<file path="config.mk">
export PLATFORM = sky130hd
export DESIGN_NAME = ac_err_eval
export DESIGN_NICKNAME = d
export VERILOG_FILES = /design/src/rtl/ac_eval_pkg.sv /design/src/rtl/ac_delay_line.sv /design/src/rtl/ac_err_eval.sv
export SDC_FILE = /design/constraint.sdc
export NUM_CORES = 1
export LEC_CHECK = 0
export ABC_AREA = 0
export BUFFER_PORTS_ARGS = -buffer_cell sky130_fd_sc_hd__buf_4
export CORE_MARGIN = 2
export CORE_UTILIZATION = 54
export CTS_CLUSTER_DIAMETER = 60
export DETAILED_ROUTE_END_ITERATION = 16
export PLACE_DENSITY = 0.77
export SYNTH_ARGS = -nofsm -noshare
export SYNTH_HDL_FRONTEND = slang
export SYNTH_HIERARCHICAL = 1
export SYNTH_SLANG_ARGS = --single-unit
</file>
<file path="constraint.sdc">
create_clock -name clk -period 4.2 [get_ports clk]
set_input_delay 0.42 -clock clk [delete_from_list [all_inputs] [get_ports clk]]
set_output_delay 0.42 -clock clk [all_outputs]
set_load 0.05 [all_outputs]
</file>
<file path="src/rtl/ac_eval_pkg.sv">
// ac_eval_pkg: shared FSM state type and width helpers for the error-evaluation engine
package ac_eval_pkg;
   typedef enum logic [1:0] {IDLE, ISSUE, DRAIN, DONE} state_e;
   function automatic int PW(input int w);
      return 2 * w;
   endfunction
   function automatic int CW(input int w);
      return 2 * w + 1;
   endfunction
   function automatic int SW(input int w);
      return 4 * w;
   endfunction
endpackage

</file>
<file path="src/rtl/ac_delay_line.sv">
// ac_delay_line: DEPTH-stage register line (DEPTH=0 is a plain wire)
//   clk, rst : clock and synchronous active-high reset
//   d_i      : WIDTH-bit input
//   q_o      : d_i delayed by DEPTH cycles
module ac_delay_line #(
   parameter int WIDTH = 1,
   parameter int DEPTH = 0
) (
   input  logic             clk,
   input  logic             rst,
   input  logic [WIDTH-1:0] d_i,
   output logic [WIDTH-1:0] q_o
);
   if (DEPTH == 0) begin : g_wire
      logic unused;
      assign unused = ^{clk, rst};
      assign q_o = d_i;
   end else begin : g_reg
      logic [DEPTH-1:0][WIDTH-1:0] line_q;
      always_ff @(posedge clk) begin
         if (rst) line_q <= '0;
         else begin
            line_q[0] <= d_i;
            for (int i = 1; i < DEPTH; i++) line_q[i] <= line_q[i-1];
         end
      end
      assign q_o = line_q[DEPTH-1];
   end
endmodule

</file>
<file path="src/rtl/ac_err_eval.sv">
// ac_err_eval: exhaustive sweep of an external WxW multiplier, accumulating error metrics
//   clk, rst           : clock and synchronous active-high reset
//   start              : begin a sweep (ignored while busy)
//   busy, done         : sweep in progress / sweep finished (held)
//   op_a, op_b         : registered operands to the multiplier under test
//   approx_prod        : product returned by the multiplier under test (LAT cycles later)
//   err_cnt, sum_ed    : count of wrong products, sum of absolute errors
//   max_ed             : largest absolute error, first reached at worst_a/worst_b
module ac_err_eval
   import ac_eval_pkg::*;
#(
   parameter int W   = 8,
   parameter int LAT = 0
) (
   input  logic             clk,
   input  logic             rst,
   input  logic             start,
   output logic             busy,
   output logic             done,
   output logic [W-1:0]     op_a,
   output logic [W-1:0]     op_b,
   input  logic [PW(W)-1:0] approx_prod,
   output logic [CW(W)-1:0] err_cnt,
   output logic [SW(W)-1:0] sum_ed,
   output logic [PW(W)-1:0] max_ed,
   output logic [W-1:0]     worst_a,
   output logic [W-1:0]     worst_b
);
   localparam int PWD = PW(W);
   localparam int CWD = CW(W);
   localparam int SWD = SW(W);
   state_e state_q, state_d;
   logic [PWD-1:0] idx_q, idx_d;
   logic [7:0] dcnt_q, dcnt_d;
   logic clr, issue;
   logic [W-1:0] op_a_q, op_b_q, da, db, s1_a_q, s1_b_q, worst_a_q, worst_b_q;
   logic op_v_q, dv, s1_v_q;
   logic [PWD-1:0] s1_ap_q, s1_ex_q, ed, max_ed_q;
   logic [CWD-1:0] err_cnt_q;
   logic [SWD-1:0] sum_ed_q;
   always_comb begin
      state_d = state_q;
      idx_d = idx_q;
      dcnt_d = dcnt_q;
      clr = 1'b0;
      issue = 1'b0;
      case (state_q)
         IDLE, DONE: if (start) begin
            state_d = ISSUE;
            idx_d = '0;
            clr = 1'b1;
         end
         ISSUE: begin
            issue = 1'b1;
            idx_d = idx_q + 1'b1;
            dcnt_d = '0;
            if (idx_q == '1) state_d = DRAIN;
         end
         DRAIN: begin
            dcnt_d = dcnt_q + 1'b1;
            if (dcnt_q == 8'(LAT + 1)) state_d = DONE;
         end
         default: state_d = IDLE;
      endcase
   end
   always_ff @(posedge clk) begin
      if (rst) begin
         state_q <= IDLE;
         idx_q <= '0;
         dcnt_q <= '0;
      end else begin
         state_q <= state_d;
         idx_q <= idx_d;
         dcnt_q <= dcnt_d;
      end
   end
   // valid bit travels with the operands so stage 1 knows which approx_prod samples belong to the sweep
   ac_delay_line #(.WIDTH(2 * W + 1), .DEPTH(LAT)) u_dl (
      .clk (clk),
      .rst (rst),
      .d_i ({op_v_q, op_a_q, op_b_q}),
      .q_o ({dv, da, db})
   );
   assign ed = s1_ap_q >= s1_ex_q ? s1_ap_q - s1_ex_q : s1_ex_q - s1_ap_q;
   always_ff @(posedge clk) begin
      if (rst) begin
         op_a_q <= '0;
         op_b_q <= '0;
         op_v_q <= 1'b0;
         s1_v_q <= 1'b0;
         s1_ap_q <= '0;
         s1_ex_q <= '0;
         s1_a_q <= '0;
         s1_b_q <= '0;
         err_cnt_q <= '0;
         sum_ed_q <= '0;
         max_ed_q <= '0;
         worst_a_q <= '0;
         worst_b_q <= '0;
      end else begin
         if (issue) {op_b_q, op_a_q} <= idx_q;
         op_v_q <= issue;
         s1_v_q <= dv;
         s1_ap_q <= approx_prod;
         s1_ex_q <= PWD'(da) * PWD'(db);
         s1_a_q <= da;
         s1_b_q <= db;
         if (clr) begin
            err_cnt_q <= '0;
            sum_ed_q <= '0;
            max_ed_q <= '0;
            worst_a_q <= '0;
            worst_b_q <= '0;
         end else if (s1_v_q) begin
            err_cnt_q <= err_cnt_q + CWD'(ed != '0);
            sum_ed_q <= sum_ed_q + SWD'(ed);
            if (ed > max_ed_q) begin
               max_ed_q <= ed;
               worst_a_q <= s1_a_q;
               worst_b_q <= s1_b_q;
            end
         end
      end
   end
   assign busy = state_q == ISSUE || state_q == DRAIN;
   assign done = state_q == DONE;
   assign op_a = op_a_q;
   assign op_b = op_b_q;
   assign err_cnt = err_cnt_q;
   assign sum_ed = sum_ed_q;
   assign max_ed = max_ed_q;
   assign worst_a = worst_a_q;
   assign worst_b = worst_b_q;
endmodule

</file>
### After elaboration in Yosys (flattened, before gate mapping)

Cells that the tools add are included.

| operators by class | value |
|---|---|
| add/subtract/negate cells | 6 |
| multiply operators | 1 |
| magnitude comparators | 2 |
| equality and inequality tests | 8 |
| muxes and demuxes | 11 |
| reductions and logical operators | 10 |

Operator list:

| operator | number |
|---|---|
| 32-bit by 16-bit adder with 32-bit output | 1 |
| 16-bit two-way mux | 2 |
| 16-bit case mux with 2 select lines | 1 |
| 16-bit subtractor | 2 |
| 17-bit by 1-bit adder with 17-bit output | 1 |
| 16-bit by 1-bit adder with 16-bit output (second input constant) | 1 |
| 16-bit == test (second input constant) | 1 |
| 16-bit >= comparator | 1 |
| 16-bit > comparator | 1 |
| 8-bit by 8-bit multiplier with 16-bit output | 1 |
| 8-bit case mux with 2 select lines | 1 |
| 16-bit nonzero test | 1 |
| 8-bit by 1-bit adder with 8-bit output (second input constant) | 1 |
| 8-bit by 1-bit == test with 1-bit output (second input constant) | 1 |
| 2-bit two-way mux | 3 |
| 2-bit inequality test (second input constant) | 3 |
| 2-bit case mux with 3 select lines | 1 |
| 2-bit == test (second input constant) | 2 |
| 2-bit AND reduction | 2 |
| 2-bit nonzero test | 2 |
| 2-bit OR reduction | 2 |
| 1-bit two-way mux | 3 |
| 3-bit AND reduction | 1 |
| 2-bit by 1-bit == test with 1-bit output (second input constant) | 1 |
| other kinds (2) | 2 |

| word-level totals | value |
|---|---|
| bits in registers | 173 |
| input bits | 19 |
| output and inout port bits | 99 |
| word-level logic and storage cells | 54 |

### Longest topological paths before layout

Gate-level depths: netlist of run 1.

| depth | value |
|---|---|
| word-level depth | 4 |
| mapped depth | 23 |
| mapped depth without buffers | 21 |

### By module

Netlist of run 1, hierarchy kept.

Modules (own cells, without submodules):

| module | times used | cells an instance | area each (um2) | sequential area each (um2) |
|---|---|---|---|---|
| ac_err_eval | 1 | 1,286 | 11,183.2 | 3,463.3 |
| ac_delay_line | 1 | 17 | 127.6 | 0.0 |

### Worst setup path before layout of run 1

Ideal clock, no wire load.

| timing | value |
|---|---|
| path type | register to register |
| from | reg op_b_q[7], in the netlist op_b[7] |
| to | reg s1_ex_q[15] |
| setup time | 0.116 ns |
| arrival | 4.409 ns |
| required time | 4.084 ns |
| setup slack | -0.326 ns |
| stages on the path, launching flop included | 18 |
| path buffers | 1 |
| clock period less this slack | 4.526 ns |
| cells stage by stage | dfxtp_1 -> buf_4 -> nand2_1 -> fa_1 -> fa_1 -> inv_1 -> fa_1 -> inv_1 -> fa_1 -> inv_1 -> ha_1 -> a21boi_0 -> o21ai_0 -> nand2b_1 -> a21oi_1 -> o211ai_1 -> a21oi_1 -> a31o_2 |

| between the ends | value |
|---|---|
| longest elaborated chain between the ends | 1 |

Ends and longest elaborated chain:

| item | RTL line | source |
|---|---|---|
| start: declaration | ac_err_eval.sv:36 | `logic [W-1:0] op_a_q, op_b_q, da, db, s1_a_q, s1_b_q, worst_a_q, worst_b_q;` |
| start signal: assignment | ac_err_eval.sv:101 | `if (issue) {op_b_q, op_a_q} <= idx_q;` |
| 8-bit by 8-bit multiplier with 16-bit output | ac_err_eval.sv:105 | `s1_ex_q <= PWD'(da) * PWD'(db);` |
| end signal: assignment | ac_err_eval.sv:105 |  |
| end: declaration | ac_err_eval.sv:38 | `logic [PWD-1:0] s1_ap_q, s1_ex_q, ed, max_ed_q;` |

Every way passes these cells.
A chain may end at the register's enable or synchronous reset.

### Worst setup path after layout of run 1

| timing | value |
|---|---|
| from | reg s1_ap_q[4] |
| to | reg worst_b_q[0], in the netlist worst_b[0] |

| between the ends | value |
|---|---|
| longest elaborated chain between the ends | 4 |
| elaborated cells between the ends (all ways) | 6 |
| classes of those cells | add/sub (2); order compare (2); mux (1); reduce/logical (1) |

Ends and longest elaborated chain:

| item | RTL line | source |
|---|---|---|
| start: declaration | ac_err_eval.sv:38 |  |
| start signal: assignment | ac_err_eval.sv:104 | `s1_ap_q <= approx_prod;` |
| 16-bit subtractor / 16-bit >= comparator (equally long branches) | ac_err_eval.sv:84 | `assign ed = s1_ap_q >= s1_ex_q ? s1_ap_q - s1_ex_q : s1_ex_q - s1_ap_q;` |
| 16-bit two-way mux (*) | ac_err_eval.sv:84 |  |
| via ed[9] | ac_err_eval.sv:38 |  |
| 16-bit > comparator (*) | ac_err_eval.sv:117 | `if (ed > max_ed_q) begin` |
| 2-bit AND reduction (no source line) (*) | - |  |
| end signal: assignment | ac_err_eval.sv:120 | `worst_b_q <= s1_b_q;` |
| end: declaration | ac_err_eval.sv:36 |  |

Mark *: on every way through the listed nets, which the timed path passes. The rest lies on a longest branch.

==> impl_metrics.ini, run 1 <==
[run_status]
status = finished with violations
failed_checks = setup timing

[global_routing]
grt_pass1_wl_um = 47400
grt_overflow = 0
grt_max_degree = 72
grtUsageTotal_pct = 26.5
antenna_found_initial = 0
grt_pass1_vias = 9912

[yosys]
synth.top_cell.area_share_pct = 30.6
yosys_warnings = 6
synth_edf_count = 0
synthTopCellsByArea = dfxtp_1, ha_1, fa_1
syn_area_per_cell_um2 = 8.68
syn-num-nets = 1469
synth-main-ff-cell = dfxtp_1
synth-seq-area-share_pct = 30.6
syn-cell-area_um2 = 11300
synthArstFlopShare_pct = 0
yosys.cell_types.count = 68
netlist_instances = 1303
yosys_register_bits = 173
synth_area_leader_cell = dfxtp_1

[power]
ir_drop_mv = 0.536
pwr-share-seq_pct = 34.8
pwr_density_cell_nw_per_um2 = 328
p_leak_nw = 6.90
sw_frac_of_total_pct = 35.6
switchingPower_mw = 1.77
p_int_mw = 3.20
power_frac_clock_pct = 33.4
power_frac_comb_pct = 31.7

[worst_setup_path]
reg2reg_slack_ns = -0.40
critPathArrivalTime_ns = 4.91
cp-start-kind = flip-flop
cp_max_fo = 11
crit_slowest_cell = a221o_1
path_class = flip-flop to flip-flop
crit_path_cell_trace = inv_1 -> ha_4 -> buf_4 -> and3_1 -> o21ai_1 -> nand3b_1 -> a21oi_1 -> a22oi_2 -> xor2_2 -> ha_1 -> a21o_1 -> a21o_1 -> a211oi_2 -> o21ai_1 -> a221o_1 -> a32oi_2 -> a211o_4 -> buf_12 -> mux2i_1 -> nor2_1
crit_path_end_kind = flip-flop
worst_path_largest_cell_delay_ns = 0.37
cp.required_ns = 4.51

[timing]
drv_slew = 0
layout_setup_ws_ns = -0.399
finalCritPeriodShare_pct = 110
max_slew_margin_pct = 38.5
setup_viol = 46
clock.fmax_ghz = 0.217
min_period_ns = 4.60
rsz0062_at_grt = yes
clock_skew_ns = 0.0119
worst_pin_slew_ns = 0.920
hold_viol_final = 0

[routing]
drtIter0Drc = 689
ant_nets = 0
drt-total-wl_um = 31600
drc = 0
wire_per_inst_um = 17.1
detail_route.vias_per_cell = 5.61
dr.pass1.iters = 6
routed-via-count = 10400

[final_layout]
layout.cells.non_filler = 1851
fillers = 1403
antenna_cells = 0
regArea_um2 = 3510
finalNetCount = 1734
drive_above_1_share_pct = 32.2
areaGrowthSynthToFinish_pct = 34.2
multiInputGateArea_um2 = 7730
utilization_pct = 74.5

[cts]
cts_hold_buf = 0
insertion_delay_ns = 0.44
clockBufferDepth = 2
htreeDepth = 4
cts_sinks = 173
cts_tree = done
clkTransAtPathRegs_ns = 0.07
clock-root-buffer = clkbuf_16
cts_made_buffers = 17

[floorplan]
rows = 52
ioPinCount = 118
die_y_um = 149
dieArea_um2 = 22100
start_util_pct = 55.5
core_area_um2 = 20400
die_x_um = 149

[place]
pre_cts_ws_ns = -0.407
numPlacedInstances = 1780
hpwlAfterDp_um = 21600
gp_congestion = 0.904
portBuffers = 117

[hold_path]
hold_class = input pin to flip-flop

[job]
drv_cap = 0
## cells in the mapped netlist, drive strengths merged, types with 33 or more instances
| master | instances |
|---|---|
| nor2b | 44 |
| inv | 131 |
| o21ai | 49 |
| buf | 33 |
| fa | 39 |
| mux2i | 48 |
| xnor2 | 36 |
| dfxtp | 173 |
| and2 | 53 |
| a21oi | 61 |
| ha | 108 |
| xor2 | 36 |
| nand2 | 70 |
| nor2 | 157 |
## stage by stage
stage	power [mW]	instance area [µm²]	TNS [ns]	hold slack (ns)
final	4.98	15200	-11.69	0.190
after floorplan	2.62	11400	0	0.437
after CTS	4.81	14600	-1.85	0.180
after global placement	3.04	13500	-5.75	0.420
after global routing	5.18	15200	-20.98	0.190
after detailed placement	3.07	13500	-13.27	0.430
## cell usage in the layout (no fill, tap or decap), types with 9 or more instances in the layout
master	instances
ha_1	87
a21o_1	21
nand3_1	28
mux2i_1	45
a21oi_1	41
and2_1	48
dfxtp_1	154
a211oi_2	19
inv_1	122
a31oi_1	9
nand2_1	68
buf_4	290
a21oi_2	16
o21ai_0	28
inv_2	9
and3_1	14
dfxtp_4	11
nor2b_1	43
ha_4	17
nor2_1	151
nor3_1	21
xor2_1	34
fa_1	35
clkbuf_16	19
xnor2_1	34
nand4_1	14
or3_1	10
## power by group through the flow
stage | clock network, mW | logic, mW | registers, mW
after floorplan | 0 | 0.810 | 1.81
after global placement | 0 | 1.28 | 1.77
after detailed placement | 0 | 1.30 | 1.77
after CTS | 1.68 | 1.40 | 1.73
after global routing | 1.75 | 1.68 | 1.74
final | 1.66 | 1.58 | 1.73
## path summary, 6_finish.rpt
check | to | start | cells after the start
max reg2reg | worst_b[0] | s1_ap_q[4] | 20
min reg2reg | s1_v_q | op_v_q | 1
max | worst_b[0] | s1_ap_q[4] | 20
min | s1_ap_q[4] | approx_prod[4] | 2
## layer usage
| layer | track usage, % | vias to the layer above | part of all wire, % |
|---|---|---|---|
| li1 | - | 4895 | - |
| met1 | 33.7 | 4964 | 41 |
| met2 | 46.1 | 419 | 50 |
| met3 | 3.68 | 97 | 6.1 |
| met4 | 9.57 | 0 | 2.9 |
| met5 | 0 | - | 0 |
## kinds of logic after synthesis
kind of cell	count (synthesis)	synth area share [%]
simple gates	449	19.7
compound gates	221	13.5
buf+inv	193	7.49
flops	173	30.6
fa+ha+maj	147	18.8
xor+xnor	72	5.58
mux	48	4.25
## flip-flops by register name, indices dropped and copies added, names as in the netlist
name and flops:
sum_ed 32, err_cnt 17, idx_q 16, max_ed 16, s1_ap_q 16, s1_ex_q 16, dcnt_q 8, op_a 8
op_b 8, s1_a_q 8, s1_b_q 8, worst_a 8, worst_b 8, state_q 2, op_v_q 1, s1_v_q 1
## area by class of cell
class,count,share of cell area [%]
timing repair buffer,307,16.2
multi-input combinational,937,50.9
clock inverter,14,1.22
tap,270,2.23
inverter,132,3.26
clock buffer,18,2.97
sequential,173,23.2
## critical path, delay by kind of cell, from the launching register on
family	cells	cell delay, ns
mux	1	0.22
xor+xnor	1	0.17
simple gates	3	0.45
flops	1	0.35
buf+inv	3	0.43
compound gates	10	2.24
fa+ha+maj	2	0.59
## repair_timing
item | in CTS | in global routing
gates cloned | 1 | 2
gates resized for setup | 80 | 86
setup buffers | 21 | 16
endpoints found under the setup margin | 66 | 66
endpoints found under the hold margin | 0 | 0
pin swaps | 38 | 51
Note: power is estimated with default switching activity, not from simulation.
==> run 2: changes to the inputs <==
--- a/config.mk
+++ b/config.mk
@@ -14,5 +14,4 @@
 export PLACE_DENSITY = 0.77
 export SYNTH_ARGS = -nofsm -noshare
 export SYNTH_HDL_FRONTEND = slang
-export SYNTH_HIERARCHICAL = 1
 export SYNTH_SLANG_ARGS = --single-unit
==> run 2 against run 1 <==
The run still ends with setup timing left. Clock-buffer cell count rose by 1. Global-route usage shrank 0.34 points. Synthesized cell count down 1.6%. Clock power shrank 4%. Power down 2.0%. Wire length decreased by 1.3%. Sequential power is essentially flat. Area after synthesis fell by 2.7%. Via count shrank 1.7%. Sequential share of layout area is 0.091 points higher. Critical endpoint is now err_cnt[14].
==> impl_metrics.ini, run 2 <==
[power]
switchingPower_mw = 1.67
power_frac_clock_pct = 32.7
power_frac_comb_pct = 31.8
power_mw = 4.88
pwr_density_cell_nw_per_um2 = 323
ir_drop_mv = 0.582
p_leak_nw = 6.89
sw_frac_of_total_pct = 34.3
p_int_mw = 3.20
pwr-share-seq_pct = 35.5

[worst_setup_path]
path_class = flip-flop to flip-flop
critPathArrivalTime_ns = 5.19
crit_path_cell_trace = inv_2 -> ha_4 -> inv_2 -> fa_2 -> a211oi_4 -> o211ai_2 -> a211oi_4 -> o21ai_4 -> mux2i_2 -> xor2_1 -> or4_1 -> or4_4 -> nor4_2 -> or4b_4 -> ha_4 -> ha_4 -> and2_4 -> and3_4 -> nand2_1 -> xor2_1 -> nor2_1
crit_slowest_cell = or4_1
crit_path_end_kind = flip-flop
cp.required_ns = 4.50
reg2reg_from = s1_ap_q[0]
critPathLaunch = s1_ap_q[0]
cp_max_fo = 7
worst_path_largest_cell_delay_ns = 0.54
cpMostUsedCell = ha_4
cp-start-kind = flip-flop

[place]
hpwlAfterDp_um = 20800
portBuffers = 117
numPlacedInstances = 1794
gp_congestion = 0.913

[final_layout]
drive_above_1_share_pct = 31.5
areaGrowthSynthToFinish_pct = 37.2
finalNetCount = 1752
layout.cells.non_filler = 1869
antenna_cells = 0
final_cell_mix = buf_4, dfxtp_1, nor2_1
layout_commonest_cell = buf_4
utilization_pct = 75.1
largest_reg_flops = 32

[hold_path]
holdCritStartpoint = approx_prod[1]
hold_class = input pin to flip-flop

[timing]
hold_ws_ns = 0.189
clock.fmax_ghz = 0.204
hold_viol_final = 0
layout_setup_ws_ns = -0.694
worst_pin_slew_ns = 0.918
min_period_ns = 4.89
max_slew_margin_pct = 38.6
clock_skew_ns = 0.0126
rsz0062_at_grt = yes
drv_slew = 0
finalCritPeriodShare_pct = 117
setup_viol = 77

[routing]
wire_per_inst_um = 16.7
ant_nets = 0
drt-total-wl_um = 31200
detail_route.vias_per_cell = 5.46
drt-met1-wl_um = 12400
wl_met2_um = 16200
dr_wl_met3_um = 1530
drtIter0Drc = 478
dr.pass1.iters = 5
routed-via-count = 10200
drc = 0
top_layer = met4

[run_status]
failed_checks = setup timing
status = finished with violations

[floorplan]
dieArea_um2 = 21500
start_util_pct = 54.7
core_area_um2 = 20100
die_x_um = 147
ioPinCount = 118
rows = 52
die_y_um = 147

[yosys]
synth-seq-area-share_pct = 31.5
synth_top_family_by_area = simple AND/OR/NAND/NOR gates
synth-xor-area-share_pct = 6.29
synthAdderAreaFrac_pct = 19.5
synthTopCellsByArea = dfxtp_1, ha_1, fa_1
synthArstFlopShare_pct = 0
synthMuxAreaShare_pct = 4.12
yosys_register_bits = 173
netlist_instances = 1282
synth_most_common_cell = dfxtp_1
ys_top_cells_by_count = dfxtp_1, nor2_1, inv_1
synth-main-ff-cell = dfxtp_1
yosys.area_share.simple_pct = 20.7
syn-cell-area_um2 = 11000
yosys.cell_types.count = 66
syn_area_per_cell_um2 = 8.58
yosys_warnings = 0
synth.top_cell.area_share_pct = 31.5
syn-num-nets = 1448
synth_compound_area_share_pct = 11.8
synth_area_leader_cell = dfxtp_1
synth_edf_count = 0

[global_routing]
grtUsageTotal_pct = 26.2
antenna_found_initial = 0
grt_pass1_wl_um = 46200
grt_overflow = 0
grt_pass1_vias = 9835
grt_max_degree = 47

[cts]
clockBufferDepth = 2
cts_tree = done
cts_sinks = 173
htreeDepth = 4
clkTransAtPathRegs_ns = 0.07
clock-root-buffer = clkbuf_16
cts_hold_buf = 0
insertion_delay_ns = 0.44
cts_made_buffers = 17

[job]
drv_cap = 0
run 2: changes by cell type after synthesis, moves of 9 or more:
cell | before | now
nand3_1 | 29 | 49
nor3_1 | 25 | 11
clkbuf_1 | 27 | 36
nor2_1 | 157 | 140
nand2_1 | 68 | 87
buf_4 | 19 | 0
xor2_1 | 36 | 45
a211oi_2 | 13 | 1
o21ai_0 | 43 | 56
run 2: kinds of logic after synthesis:
family | Yosys count
AND/OR/NAND/NOR | 461
AO/OA/AOI/OAI | 200
adder cells (fa/ha/maj) | 148
flip-flops | 173
XOR/XNOR | 79
multiplexers | 45
buffers and inverters | 176
run 2: timing repair:
| action | CTS | global route |
|---|---|---|
| pin swaps | 14 | 55 |
| setup buffers | 16 | 28 |
| endpoints found under the setup margin | 76 | 80 |
| gates resized for setup | 35 | 122 |
| hold endpoints to repair | 0 | 0 |
| gates cloned | 2 | 1 |
run 2: routing by layer:
metal,global-route usage [%],vias up
met5,0,-
met4,8.35,0
met3,4.25,87
met2,48.9,323
met1,30.6,4902
li1,-,4890
run 2: power by group through the flow:
stage / sequential [mW] / combinational (mW) / clock, mW
after global routing: 1.74 / 1.66 / 1.66
after floorplan: 1.83 / 0.819 / 0
after CTS: 1.73 / 1.38 / 1.59
final: 1.73 / 1.55 / 1.59
after detailed placement: 1.77 / 1.32 / 0
after global placement: 1.77 / 1.29 / 0
run 2: path summary, 6_finish.rpt:
path                                     to  slack [ns]  cells after the start
worst min-delay path             s1_ap_q[1]        0.19                      2
worst max register to register  err_cnt[14]       -0.69                     21
worst max-delay path            err_cnt[14]       -0.69                     21
worst min register to register   worst_b[5]        0.43                      2
run 2: cell type report:
cell class	instances	area (µm²)
Multi-Input combinational cell	933	7500
Timing Repair Buffer	333	2690
Fill cell	1318	5010
Sequential cell	173	3510
Inverter	128	480
Clock buffer	19	454
Clock inverter	13	131
Tap cell	270	338
run 2: worst max-delay path, delay by kind of cell (launching register included):
kind / cells / cell delay [ns]
DFF: 1 / 0.33
and+or+nand+nor: 8 / 2.03
AOI/OAI and AO/OA: 4 / 0.91
adders and majority gates: 4 / 0.82
buffers and inverters: 2 / 0.09
muxes: 1 / 0.20
xor gates and xnor gates: 2 / 0.37
run 2: through the flow:
step / area (µm²) / setup WS, ns / TNS [ns]
2_1_floorplan: 11200 / -0.519 / -12.44
3_3_place_gp: 13500 / -0.710 / -29.88
3_5_place_dp: 13500 / -0.801 / -37.84
4_1_cts: 14500 / -0.597 / -28.69
5_1_grt: 15100 / -0.888 / -45.51
6_report: 15100 / -0.694 / -31.41
